[config.mk]
export PLATFORM = sky130hd
export DESIGN_NAME = tri_bus_arbiter
export DESIGN_NICKNAME = d
export VERILOG_FILES = /design/src/rtl/tri_arb_pkg.sv /design/src/rtl/tri_bus_arbiter_rr_picker.sv /design/src/rtl/tri_bus_arbiter.sv
export SDC_FILE = /design/constraint.sdc
export NUM_CORES = 1
export LEC_CHECK = 0
export CAP_MARGIN = 20
export CORE_MARGIN = 2
export CORE_UTILIZATION = 41
export CTS_CLUSTER_SIZE = 14
export DETAILED_ROUTE_END_ITERATION = 6
export PLACE_DENSITY = 0.86
export SKIP_LAST_GASP = 1
export SYNTH_ARGS = -nofsm -noshare
export SYNTH_HDL_FRONTEND = slang
export SYNTH_SLANG_ARGS = --single-unit
export TNS_END_PERCENT = 10
[constraint.sdc]
create_clock -name hwclk -period 1.85 [get_ports hwclk]
set_clock_uncertainty 0.15 [all_clocks]
set_input_delay 0.2775 -clock hwclk [delete_from_list [all_inputs] [get_ports hwclk]]
set_output_delay 0.2775 -clock hwclk [all_outputs]
set_load 0.005 [all_outputs]
[src/rtl/tri_arb_pkg.sv]
// Shared encodings, counter widths and helpers for the tri-state bus arbiter.
// The TRI_ARB_TIMEOUT_EN build uses HOLD_W for its per-grant hold counter.
package tri_arb_pkg;

    localparam logic [1:0] ST_IDLE = 2'd0;
    localparam logic [1:0] ST_XFER = 2'd1;
    localparam logic [1:0] ST_TURN = 2'd2;

    typedef enum logic [1:0] {
        IDLE = ST_IDLE,
        XFER = ST_XFER,
        TURN = ST_TURN
    } arb_state_t;

    localparam int TCNT_W = 4;
    localparam int HOLD_W = 8;

    function automatic logic [7:0] onehot(input logic [2:0] idx, input int n);
        logic [7:0] v;
        v = '0;
        if (int'(idx) < n) v[idx] = 1'b1;
        return v;
    endfunction

endpackage

[src/rtl/tri_bus_arbiter_rr_picker.sv]
// Combinational round-robin select: first set request after ptr, wrapping.
module rr_picker #(
    parameter int N_REQ = 4,
    parameter int PTR_W = 2
) (
    input  logic [N_REQ-1:0] req,
    input  logic [PTR_W-1:0] ptr,
    output logic             any,
    output logic [PTR_W-1:0] winner
);

    logic             w_found;
    logic [PTR_W-1:0] w_idx;

    always_comb begin
        w_found = 1'b0;
        w_idx   = '0;
        winner  = '0;
        for (int k = 1; k <= N_REQ; k++) begin
            w_idx = PTR_W'((int'(ptr) + k) % N_REQ);
            if (!w_found && req[w_idx]) begin
                w_found = 1'b1;
                winner  = w_idx;
            end
        end
        any = |req;
    end

endmodule

[src/rtl/tri_bus_arbiter.sv]
// Round-robin owner of a shared tri-state pad bus with a forced high-Z turnaround.
// Define TRI_ARB_TIMEOUT_EN to revoke grants held MAX_HOLD XFER cycles without last.
//   state | meaning
//   IDLE  | bus released, picking the next owner
//   XFER  | owner moves one word per cycle while req is high
//   TURN  | final word shown, then TURNAROUND high-Z cycles
module tri_bus_arbiter
    import tri_arb_pkg::*;
#(
    parameter int N_REQ      = 4,
    parameter int WIDTH      = 8,
    parameter int TURNAROUND = 2,
    parameter int MAX_HOLD   = 64
) (
    input  logic                   hwclk,
    input  logic                   reset_n,
    input  logic [N_REQ-1:0]       req,
    input  logic [N_REQ*WIDTH-1:0] data,
    input  logic [N_REQ-1:0]       last,
    output logic [N_REQ-1:0]       ready,
    output logic [N_REQ-1:0]       grant,
    output logic [WIDTH-1:0]       bus_dout,
    output logic                   bus_oe,
    output logic                   busy,
    output logic                   timeout
);

    localparam int PTR_W = (N_REQ > 1) ? $clog2(N_REQ) : 1;

    if (N_REQ < 2 || N_REQ > 8 || TURNAROUND < 0 || TURNAROUND > 15 ||
        MAX_HOLD < 1 || MAX_HOLD > 255) begin : g_bad_params
        $error("tri_bus_arbiter: parameter out of range");
    end

    arb_state_t        r_state;
    logic [PTR_W-1:0]  r_ptr;
    logic [N_REQ-1:0]  r_grant;
    logic [WIDTH-1:0]  r_dout;
    logic              r_oe;
    logic [TCNT_W-1:0] r_tcnt;

    logic              w_any;
    logic [PTR_W-1:0]  w_winner;
    logic [7:0]        w_onehot;
    logic              w_sel_req;
    logic              w_done;
    logic              w_force;
    logic [WIDTH-1:0]  w_data;

    rr_picker #(.N_REQ(N_REQ), .PTR_W(PTR_W)) u_pick (
        .req    (req),
        .ptr    (r_ptr),
        .any    (w_any),
        .winner (w_winner)
    );

    // r_ptr always equals the owner index while in XFER
    assign w_onehot  = onehot(3'(w_winner), N_REQ);
    assign w_sel_req = |(req & r_grant);
    assign w_done    = w_sel_req & (|(last & r_grant));
    assign w_data    = data[r_ptr*WIDTH +: WIDTH];

`ifdef TRI_ARB_TIMEOUT_EN
    logic [HOLD_W-1:0] r_hold;
    logic              r_timeout;
    logic [HOLD_W-1:0] w_hold_next;

    assign w_hold_next = r_hold + HOLD_W'(1);
    assign w_force     = (r_state == XFER) && !w_done && (w_hold_next == HOLD_W'(MAX_HOLD));
    assign timeout     = r_timeout;

    always_ff @(posedge hwclk) begin
        if (!reset_n) begin
            r_hold    <= '0;
            r_timeout <= 1'b0;
        end else begin
            r_timeout <= w_force;
            if (r_state == XFER) r_hold <= w_hold_next;
            else                 r_hold <= '0;
        end
    end
`else
    assign w_force = 1'b0;
    assign timeout = 1'b0;
`endif

    always_ff @(posedge hwclk) begin
        if (!reset_n) begin
            r_state <= IDLE;
            r_ptr   <= PTR_W'(N_REQ - 1);
            r_grant <= '0;
            r_dout  <= '0;
            r_oe    <= 1'b0;
            r_tcnt  <= '0;
        end else begin
            case (r_state)
                IDLE: begin
                    r_oe <= 1'b0;
                    if (w_any) begin
                        r_grant <= w_onehot[N_REQ-1:0];
                        r_ptr   <= w_winner;
                        r_state <= XFER;
                    end
                end
                XFER: begin
                    if (w_sel_req) begin
                        r_dout <= w_data;
                        r_oe   <= 1'b1;
                    end else begin
                        r_oe   <= 1'b0;
                    end
                    if (w_done || w_force) begin
                        r_grant <= '0;
                        r_tcnt  <= TCNT_W'(TURNAROUND);
                        r_state <= TURN;
                    end
                end
                TURN: begin
                    r_oe <= 1'b0;
                    if (r_tcnt == '0) r_state <= IDLE;
                    else              r_tcnt  <= r_tcnt - TCNT_W'(1);
                end
                default: r_state <= IDLE;
            endcase
        end
    end

    assign ready    = (r_state == XFER) ? r_grant : '0;
    assign grant    = r_grant;
    assign bus_dout = r_dout;
    assign bus_oe   = r_oe;
    assign busy     = (r_state != IDLE);

endmodule
-- Yosys cells after proc, flatten, opt, wreduce, memory -nomap -nowiden
Index checks and enable logic that the tools add are counted.
W data, S select, Z words.
- flip-flop bits (word level): 21
- bits in latches: 0
- RAM bits: 0
- ROM bits: 0
- input port bits: 42
- output and inout port bits: 19
- memories kept: 0
- add/subtract/negate cells: 5
- multiply operators: 0
- div/mod/pow operators: 0
- $lt $le $gt $ge: 6
- equality and inequality tests: 6
- shifts and indexed selects: 1
- muxes and demuxes: 30
- bitwise operators: 3
- reduce and logical (&&, ||, !) cells: 22
- operators by type and width (cell ; count):
    $shiftx A32 B6 Y8 ; 1
    $mux W4 ; 5
    $pmux W4 S2 ; 2
    $mux W2 ; 7
    $lt A2 B3 Y1 const B ; 4
    $reduce_or A4 Y1 ; 3
    $mux W1 ; 9
    $reduce_and A3 Y1 ; 3
    $and A4 B4 Y4 ; 2
    $bmux W1 S2 ; 4
    $reduce_bool A2 Y1 ; 4
    $ne A2 B2 Y1 const B ; 3
    $pmux W2 S3 ; 1
    $add A2 B1 Y2 const B ; 2
    $add A2 B2 Y2 const B ; 2
    $logic_and A1 B1 Y1 ; 4
    $logic_not A4 Y1 ; 1
    $lt A2 B4 Y1 const B ; 1
    $reduce_and A2 Y1 ; 2
    $sub A4 B1 Y4 const B ; 1
    $logic_not A1 Y1 ; 3
    $demux W1 S2 ; 1
    $eq A2 B1 Y1 const B ; 1
    $eq A2 B2 Y1 const B ; 1
    other kinds (6) ; 6

-- Logic depth before layout (Yosys ltp)
Gate-level depths: netlist of the first run.
- depth in word-level cells: 19
- gate-level depth with buffers: 6
- mapped depth without buffers: 6

-- Cells and area by module
Synthesis of the first run repeated with hierarchy kept, for this count alone.
- cell total of the unflattened synthesis: 126
- area, all modules: 1273.7 µm²
- modules (own cells, without submodules) (module ; instances ; cells an instance ; area an instance (µm²) ; seq. area each (µm²)):
    tri_bus_arbiter ; 1 ; 112 ; 1192.4 ; 420.4
    rr_picker ; 1 ; 14 ; 81.3 ; 0.0

-- Worst setup path before layout of the first run
OpenSTA, ideal clock, no wires.
- path type: register to register
- start point: reg r_ptr[0]
- end point: reg r_dout[1], in the netlist bus_dout[1]
- setup time: 0.116 ns
- arrival time: 1.210 ns
- data required time: 1.584 ns
- setup slack: 0.374 ns
- cell stages (with the launch flop): 5
- period minus slack after synthesis: 1.476 ns
- cells stage by stage: dfxtp_1 -> buf_6 -> mux4_1 -> mux2i_1 -> nor2b_1
- longest elaborated chain between the ends: 1
- ends and longest elaborated chain (what ; line ; text):
    from (decl) ; tri_bus_arbiter.sv:36 ; logic [PTR_W-1:0] r_ptr;
    from (signal assigned) ; tri_bus_arbiter.sv:90 ; r_ptr <= PTR_W'(N_REQ - 1);
    from (signal assigned) ; tri_bus_arbiter.sv:101 ; r_ptr <= w_winner;
    $shiftx A32 B6 Y8 ; tri_bus_arbiter.sv:61 ; assign w_data = data[r_ptr*WIDTH +: WIDTH];
    to (signal assigned) ; tri_bus_arbiter.sv:107 ; r_dout <= w_data;
    to (decl) ; tri_bus_arbiter.sv:38 ; logic [WIDTH-1:0] r_dout;
No other way between the ends.
A chain may end at the register's enable or synchronous reset.

-- Final worst setup path of the first run
- start point: reg r_state[1]
- end point: out ready[3]
- longest elaborated chain between the ends: 2
- ends and longest elaborated chain (what ; line ; text):
    from (decl) ; tri_bus_arbiter.sv:35 ; arb_state_t r_state;
    from (signal assigned) ; tri_bus_arbiter.sv:89 ; r_state <= IDLE;
    from (signal assigned) ; tri_bus_arbiter.sv:102 ; r_state <= XFER;
    from (signal assigned) ; tri_bus_arbiter.sv:115 ; r_state <= TURN;
    $eq A2 B1 Y1 ; tri_bus_arbiter.sv:128 ; assign ready = (r_state == XFER) ? r_grant : '0;
    $mux W4 ; tri_bus_arbiter.sv:128 ;
    to (decl) ; tri_bus_arbiter.sv:20 ; output logic [N_REQ-1:0] ready,
No other way between the ends.

==> qor.json, run 1 <==
{
  "routabilityCongestion": {"value": 0.852},
  "crit_path_start_kind": {"value": "register"},
  "worstHoldPathCells": {"value": 2},
  "cp.arrival": {"value": 1.50, "unit": "ns"},
  "capturing_element_type_of_the_critical_path": {"value": "output pin"},
  "worstHoldPathType": {"value": "reg2reg"},
  "fin_crit_sh": {"value": 104, "unit": "%"},
  "cp_data_required_time": {"value": 1.42, "unit": "ns"},
  "route.final.wire_length": {"value": 3860, "unit": "um"},
  "critical_path.top_delay_family": {"value": "buffers and inverters"},
  "fin_setup_tns": {"value": -0.438, "unit": "ns"},
  "cp.depth": {"value": 3},
  "synth_enable_flop_cells": {"value": 0},
  "gr-usage-all-layers": {"value": 21.8, "unit": "%"},
  "dominantRegCellSynth": {"value": "dfxtp_1"},
  "timing.final.crit_period": {"value": 1.93, "unit": "ns"},
  "worst_path_largest_cell_delay": {"value": 0.50, "unit": "ns"},
  "mappedNetlistNets": {"value": 163},
  "portBuffers": {"value": 59},
  "initial_antenna_violation_count": {"value": 0},
  "slew_headroom": {"value": 58.1, "unit": "%"},
  "die_area": {"value": 0.00359, "unit": "mm^2"},
  "routed_wirelength_normalized_by_instance_count": {"value": 17.5, "unit": "um"},
  "vdd_drop_max": {"value": 0.236, "unit": "mV"},
  "fp.dieW": {"value": 59.9, "unit": "um"},
  "grt_pass1_vias": {"value": 1303},
  "path_cells": {"value": "nor2b_4, and2_1, clkdlybuf4s50_1"},
  "finalSetupViolCount": {"value": 9},
  "syn_area": {"value": 0.00128, "unit": "mm^2"},
  "antenna_cells": {"value": 0},
  "initial_cell_density_of_the_core": {"value": 42.7, "unit": "%"},
  "postRouteAntennaNets": {"value": 0},
  "path_max_fanout": {"value": 6},
  "clk_transition_reported_paths": {"value": 0.11, "unit": "ns"},
  "report.power.total": {"value": 1.13, "unit": "mW"},
  "path_buf_inv": {"value": 1},
  "detailedRoute.firstPassIterationCount": {"value": 4},
  "max_freq": {"value": 518, "unit": "MHz"},
  "crit-reg2reg-launch": {"value": "r_ptr[0]$_SDFFE_PN1P_"},
  "worst-setup-path-type": {"value": "reg2out"},
  "global_route_wire_length_before_repair": {"value": 5870, "unit": "um"},
  "outcome": {"value": "complete, but fails checks"},
  "final_core_utilization": {"value": 66.4, "unit": "%"},
  "drv.max_cap_violation_count": {"value": 0},
  "reg2regPathDepth": {"value": 4},
  "drc": {"value": 0},
  "failed_checks": {"value": "setup timing"},
  "synth.ff_latch_count": {"value": 21},
  "grt_setup_unrepaired": {"value": "true"},
  "dp.cells": {"value": 215},
  "synth.avg_cell_area": {"value": 10.7, "unit": "um^2"},
  "vias_per_std_cell": {"value": 5.77},
  "post_cts_hold_buffer_count": {"value": 0},
  "cts_num_sinks": {"value": 21},
  "floorplan.io_pins": {"value": 61},
  "number_of_nets_in_the_final_layout": {"value": 232},
  "h-tree-depth": {"value": 1},
  "vias": {"value": 1275},
  "grt-ovfl-total": {"value": 0},
  "cts_buffers": {"value": 3},
  "area.growth.synth_to_final": {"value": 55.4, "unit": "%"},
  "synthesis.instances": {"value": 120},
  "cts_tree": {"value": "done"},
  "crit_path_top_delay_cell": {"value": "clkdlybuf4s50_1"},
  "maximum_number_of_pins_on_one_net_before_global_route_repair": {"value": 15},
  "fin_ws": {"value": -0.0813, "unit": "ns"},
  "clock_path_buffers": {"value": 2},
  "dp_hpwl": {"value": 3000, "unit": "um"},
  "yosys.cell_types.count": {"value": 40},
  "finalHoldViolations": {"value": 0},
  "yosys_warnings": {"value": 0},
  "initialDrtViolationCount": {"value": 65},
  "rows": {"value": 20},
  "critPathLaunch": {"value": "r_state[1]$_SDFFE_PN0P_"},
  "static-leakage-power": {"value": 0.779, "unit": "nW"},
  "timing_worst_slew_pin_value": {"value": 0.628, "unit": "ns"},
  "stdcell_count": {"value": 221},
  "floorplan.core_area": {"value": 0.00300, "unit": "mm^2"},
  "fraction_of_final_layout_cells_sized_beyond_drive_strength_1": {"value": 14.9, "unit": "%"},
  "synth_sequential_area_ratio": {"value": 32.8, "unit": "%"},
  "worstHoldStart": {"value": "bus_dout[1]$_SDFFE_PN0P_"},
  "final-max-slew-violation-count": {"value": 0},
  "clk-insertion-delay-late": {"value": 0.32, "unit": "ns"},
  "ys_async_sr_fraction": {"value": 0, "unit": "%"},
  "powerDensity": {"value": 568, "unit": "mW/mm^2"},
  "die_height": {"value": 59.9, "unit": "um"},
  "clock_tree.root_cell": {"value": "clkbuf_4"}
}
[tightest hold or removal path: stages, from the launching register on]
cell	delay, ns
dfxtp_1	0.35
mux2i_1	0.07
nor2b_1	0.09
[cells in the mapped netlist, drive strengths merged, types with 2 or more instances]
cell / number / area, um^2
o21ai: 3 / 15.0
mux4: 8 / 199
dfxtp: 21 / 420
a22oi: 4 / 30.0
inv: 4 / 15.0
mux2i: 8 / 80.1
xnor2: 3 / 26.3
a21boi: 2 / 18.8
a21oi: 2 / 21.3
nand3: 7 / 35.0
or2: 2 / 12.5
nor2: 4 / 15.0
nor3b: 6 / 61.3
and2: 4 / 25.0
a31oi: 2 / 12.5
buf: 4 / 33.8
and2b: 3 / 22.5
clkbuf: 2 / 7.51
o22ai: 4 / 25.0
nor2b: 13 / 83.8
o311a: 3 / 31.3
[stage by stage]
| step | hold WS (ns) | worst slack (ns) | cell area (um^2) |
|---|---|---|---|
| floorplan | 0.298 | 0.374 | 1280 |
| global placement | 0.348 | -0.105 | 1940 |
| detailed placement | 0.364 | -0.186 | 1940 |
| CTS | 0.388 | -0.151 | 1970 |
| global route | 0.415 | -0.180 | 1990 |
| finish | 0.385 | -0.0813 | 1990 |
[repair_timing]
item,in CTS,in global routing
setup endpoints to repair,11,19
setup buffers,0,2
gates resized for setup,2,4
[per-layer routing]
| layer | GRT usage [%] | part of all wire [%] | up-vias |
|---|---|---|---|
| met1 | 25.7 | 39 | 605 |
| met2 | 39.6 | 49 | 77 |
| li1 | - | - | 587 |
| met5 | 0 | 0 | - |
| met4 | 7.94 | 1.6 | 0 |
| met3 | 3.03 | 9.8 | 6 |
[power breakdown]
part           switching (mW)  internal (mW)  total (mW)
Sequential             0.0378          0.480       0.517
Combinational           0.134          0.247       0.382
Clock                   0.148         0.0845       0.232
[cells by family after synthesis]
logic type      synth area share [%]
compound gates                  14.4
xor+xnor                        2.05
fa+ha+maj                      0.975
buf+inv                         4.39
flops                           32.8
mux                             21.8
other cells                    0.292
simple gates                    23.3
[flip-flops by register name, indices dropped and copies added (netlist names)]
register / cells
bus_dout: 8
grant: 4
r_tcnt: 4
r_ptr: 2
r_state: 2
bus_oe: 1
[cell type report]
class,count,area (um^2)
Sequential cell,21,425
Inverter,4,15.0
Multi-Input combinational cell,89,811
Clock buffer,4,26.3
Timing Repair Buffer,70,674
Tap cell,33,41.3
Fill cell,233,1010
[worst paths after layout]
| kind | endpoint | slack [ns] |
|---|---|---|
| worst min register to register | bus_dout[1]$_SDFFE_PN0P_ | 0.39 |
| worst max-delay path | ready[3] | -0.08 |
| worst max register to register | grant[0]$_SDFFE_PN0P_ | -0.06 |
| worst min-delay path | bus_dout[1]$_SDFFE_PN0P_ | 0.39 |
[layout by cell type (no fill, tap or decap), types with 2 or more instances in the layout]
cell type        synthesis  final
o311a_1                  2      2
mux4_2                   3      3
buf_4                    3     11
nor2_1                   4      4
nor3b_1                  4      4
dfxtp_1                 21     19
and2b_1                  3      3
o21ai_0                  3      3
xnor2_1                  3      3
a22oi_1                  4      4
clkbuf_4                 0      3
and2_1                   4      4
mux4_1                   5      5
mux2i_1                  8      8
o22ai_1                  4      4
a31oi_1                  2      2
nand3_1                  7      7
nor2b_1                 12     12
or2_2                    2      2
clkdlybuf4s50_1          0     57
inv_1                    4      4
Note: power is estimated with default switching activity, not from simulation.
==> run 2, diff against run 1 <==
--- a/config.mk
+++ b/config.mk
@@ -11,6 +11,7 @@
 export CTS_CLUSTER_SIZE = 14
 export DETAILED_ROUTE_END_ITERATION = 6
 export PLACE_DENSITY = 0.86
+export REMOVE_ABC_BUFFERS = 1
 export SKIP_LAST_GASP = 1
 export SYNTH_ARGS = -nofsm -noshare
 export SYNTH_HDL_FRONTEND = slang
==> run 2 against run 1 <==
Net effect: the run still ends with setup timing left; hold slack worse by 0.0018 ns; setup slack better by 0.0055 ns; total power down 0.77%; global-route usage up 0.60 points; flip-flop and latch count unchanged; fmax up 0.29%; register-to-register slack better by 0.20 ns; highest routed layer unchanged; core utilization down 0.25 points; count of clock-buffer cells in the layout unchanged; die area unchanged.
==> qor.json, run 2 (synthesized netlist as in run 1, its figures left out) <==
{
  "fin_setup_tns": {"value": -0.290, "unit": "ns", "change": "+0.148 ns"},
  "cts_tree": {"value": "done"},
  "most_common_library_cell_in_the_layout_ignoring_fill_and_taps": {"value": "clkdlybuf4s50_1"},
  "initial_antenna_violation_count": {"value": 0, "change": "unchanged"},
  "route.final.wire_length": {"value": 3720, "unit": "um", "change": "-3.7%"},
  "h-tree-depth": {"value": 1, "change": "unchanged"},
  "drv.max_cap_violation_count": {"value": 0, "change": "unchanged"},
  "initialDrtViolationCount": {"value": 42, "change": "-35%"},
  "cp.arrival": {"value": 1.50, "unit": "ns", "change": "about the same"},
  "crit-reg2reg-launch": {"value": "r_ptr[0]$_SDFFE_PN1P_"},
  "outcome": {"value": "complete, but fails checks"},
  "global_route_wire_length_before_repair": {"value": 5950, "unit": "um", "change": "+1.5%"},
  "postRouteAntennaNets": {"value": 0, "change": "unchanged"},
  "routed_wirelength_normalized_by_instance_count": {"value": 16.9, "unit": "um", "change": "-3.2%"},
  "finalSetupViolCount": {"value": 4, "change": "-5"},
  "capturing_element_type_of_the_critical_path": {"value": "output pin"},
  "grt_pass1_vias": {"value": 1339, "change": "+2.8%"},
  "maximum_number_of_pins_on_one_net_before_global_route_repair": {"value": 17, "change": "+2"},
  "fin_ws": {"value": -0.0758, "unit": "ns", "change": "+0.00555 ns"},
  "power.switching": {"value": 308, "unit": "uW", "change": "-3.7%"},
  "die_height": {"value": 59.9, "unit": "um", "change": "unchanged"},
  "max_freq": {"value": 519, "unit": "MHz", "change": "+0.29%"},
  "crit_path_start_kind": {"value": "register"},
  "cp_data_required_time": {"value": 1.42, "unit": "ns", "change": "about the same"},
  "powerDensity": {"value": 565, "unit": "mW/mm^2", "change": "-0.40%"},
  "worstHoldPathCells": {"value": 2, "change": "unchanged"},
  "nFillCells": {"value": 235, "change": "+0.86%"},
  "final_core_utilization": {"value": 66.1, "unit": "%", "change": "-0.25 points"},
  "portBuffers": {"value": 59, "change": "unchanged"},
  "finish.instance_area": {"value": 0.00199, "unit": "mm^2", "change": "-0.38%"},
  "timing.final.crit_period": {"value": 1.93, "unit": "ns", "change": "-0.00555 ns"},
  "path_max_fanout": {"value": 5, "change": "-1"},
  "grt-ovfl-total": {"value": 0, "change": "unchanged"},
  "rows": {"value": 20, "change": "unchanged"},
  "switching_share": {"value": 27.4, "unit": "%", "change": "-0.84 points"},
  "clock_path_buffers": {"value": 2, "change": "unchanged"},
  "fp.dieW": {"value": 59.9, "unit": "um", "change": "unchanged"},
  "worst-setup-path-type": {"value": "reg2out"},
  "cts_buffers": {"value": 3, "change": "unchanged"},
  "floorplan.core_area": {"value": 0.00300, "unit": "mm^2", "change": "unchanged"},
  "antenna_cells": {"value": 0, "change": "unchanged"},
  "detailedRoute.firstPassIterationCount": {"value": 4, "change": "unchanged"},
  "cts_num_sinks": {"value": 21, "change": "unchanged"},
  "clk-insertion-delay-late": {"value": 0.30, "unit": "ns", "change": "-0.02 ns"},
  "vias": {"value": 1245, "change": "-2.4%"},
  "finalHoldWorstSlack": {"value": 0.384, "unit": "ns", "change": "-0.00183 ns"},
  "clk_transition_reported_paths": {"value": 0.11, "unit": "ns", "change": "about the same"},
  "gr-usage-all-layers": {"value": 22.4, "unit": "%", "change": "+0.60 points"},
  "multi_input_combinational_cell_area": {"value": 813, "unit": "um^2", "change": "+0.31%"},
  "initial_cell_density_of_the_core": {"value": 42.7, "unit": "%", "change": "unchanged"},
  "fraction_of_final_layout_cells_sized_beyond_drive_strength_1": {"value": 15.0, "unit": "%", "change": "+0.080 points"},
  "worstReg2RegEnd": {"value": "grant[0]$_SDFFE_PN0P_"},
  "failed_checks": {"value": "setup timing"},
  "area.growth.synth_to_final": {"value": 54.8, "unit": "%"},
  "final_cell_mix": {"value": "clkdlybuf4s50_1, dfxtp_1, nor2b_1"},
  "routabilityCongestion": {"value": 0.888, "change": "+4.3%"},
  "power.share.sequential": {"value": 46.2, "unit": "%", "change": "+0.5 points"},
  "p_int": {"value": 814, "unit": "uW", "change": "+0.39%"},
  "finalHoldViolations": {"value": 0, "change": "unchanged"},
  "largest_reg_flops": {"value": 8, "change": "unchanged"},
  "vias_per_std_cell": {"value": 5.66, "change": "-1.9%"},
  "die_area": {"value": 0.00359, "unit": "mm^2", "change": "unchanged"},
  "report.power.total": {"value": 1.12, "unit": "mW", "change": "-0.77%"},
  "r2r_slack": {"value": 0.14, "unit": "ns", "change": "+0.20 ns"},
  "vdd_drop_max": {"value": 0.239, "unit": "mV", "change": "+1.2%"},
  "static-leakage-power": {"value": 0.754, "unit": "nW", "change": "-3.2%"},
  "worstHoldPathType": {"value": "reg2reg"},
  "area.sequential": {"value": 424, "unit": "um^2", "change": "-0.29%"},
  "number_of_nets_in_the_final_layout": {"value": 231, "change": "-0.43%"},
  "grt_setup_unrepaired": {"value": "true"},
  "post_cts_hold_buffer_count": {"value": 0, "change": "unchanged"},
  "dp_hpwl": {"value": 2880, "unit": "um", "change": "-4.2%"},
  "drc": {"value": 0, "change": "unchanged"},
  "power.share.clock": {"value": 19.9, "unit": "%", "change": "-0.6 points"},
  "clock_tree.root_cell": {"value": "clkbuf_4"},
  "fin_crit_sh": {"value": 104, "unit": "%", "change": "-0.30 points"},
  "worstHoldStart": {"value": "bus_dout[7]$_SDFFE_PN0P_"},
  "comb_power_share": {"value": 34.0, "unit": "%", "change": "+0.3 points"},
  "post_dp_cell_area": {"value": 0.00193, "unit": "mm^2", "change": "-0.39%"},
  "reg2regPathDepth": {"value": 4, "change": "unchanged"},
  "final-max-slew-violation-count": {"value": 0, "change": "unchanged"},
  "holdPathEnd": {"value": "bus_dout[7]$_SDFFE_PN0P_"},
  "floorplan.io_pins": {"value": 61, "change": "unchanged"}
}
run 2: cell types whose count changed in the layout (fill, tap and decap cells not counted), sizes merged:
cell | previous run | this run
buf | 11 | 10
dlymetal6s2s | 1 | 0
dlygate4sd2 | 1 | 0
clkdlybuf4s50 | 57 | 59
run 2: final cells by class:
type / instances / area share [%]
clock buffer: 4 / 1.32
inverter: 4 / 0.756
tap: 33 / 2.08
sequential: 21 / 21.4
multi-input combinational: 89 / 41.0
timing repair buffer: 69 / 33.5
run 2: timing repair:
action | 4_1_cts | 5_1_grt
setup endpoints to repair | 7 | 17
gates resized for setup | 4 | 1
setup buffers | 2 | 0
run 2: worst max path at each step:
stage	end	slack, ns	startpoint
after global placement	r_tcnt[1]$_SDFFE_PN0P_	-0.18	req[1]
after detailed placement	r_tcnt[1]$_SDFFE_PN0P_	-0.22	req[1]
final	ready[0]	-0.08	r_state[0]$_SDFFE_PN0P_
after global routing	ready[2]	-0.16	r_state[0]$_SDFFE_PN0P_
after floorplan	bus_dout[0]$_SDFFE_PN0P_	-0.26	r_state[0]$_SDFFE_PN0P_
after CTS	ready[0]	-0.08	r_state[1]$_SDFFE_PN0P_
run 2: power by group through the flow:
stage | Clock [mW] | Combinational [mW] | Sequential [mW]
after floorplan | 0 | 0.168 | 0.524
after global placement | 0 | 0.354 | 0.526
after detailed placement | 0 | 0.367 | 0.528
after CTS | 0.224 | 0.381 | 0.518
after global routing | 0.253 | 0.410 | 0.524
final | 0.223 | 0.381 | 0.518
run 2: per-stage QoR:
step	cells	setup WS, ns
2_1_floorplan	114	-0.259
3_3_place_gp	214	-0.176
3_5_place_dp	214	-0.225
4_1_cts	220	-0.0765
5_1_grt	220	-0.160
6_report	220	-0.0758
run 2: layer usage:
layer	up-vias	GRT usage, %	part of all wire, %
li1	583	-	-
met1	589	22.0	36
met2	67	44.3	54
met3	6	4.33	8.6
met4	0	9.52	1.4
met5	-	0	0
run 2: critical path, cell delays in order, from the launching register on:
cell and delay (ns):
dfxtp_2 0.36, nor2b_4 0.19, and2_1 0.15, clkdlybuf4s50_1 0.50
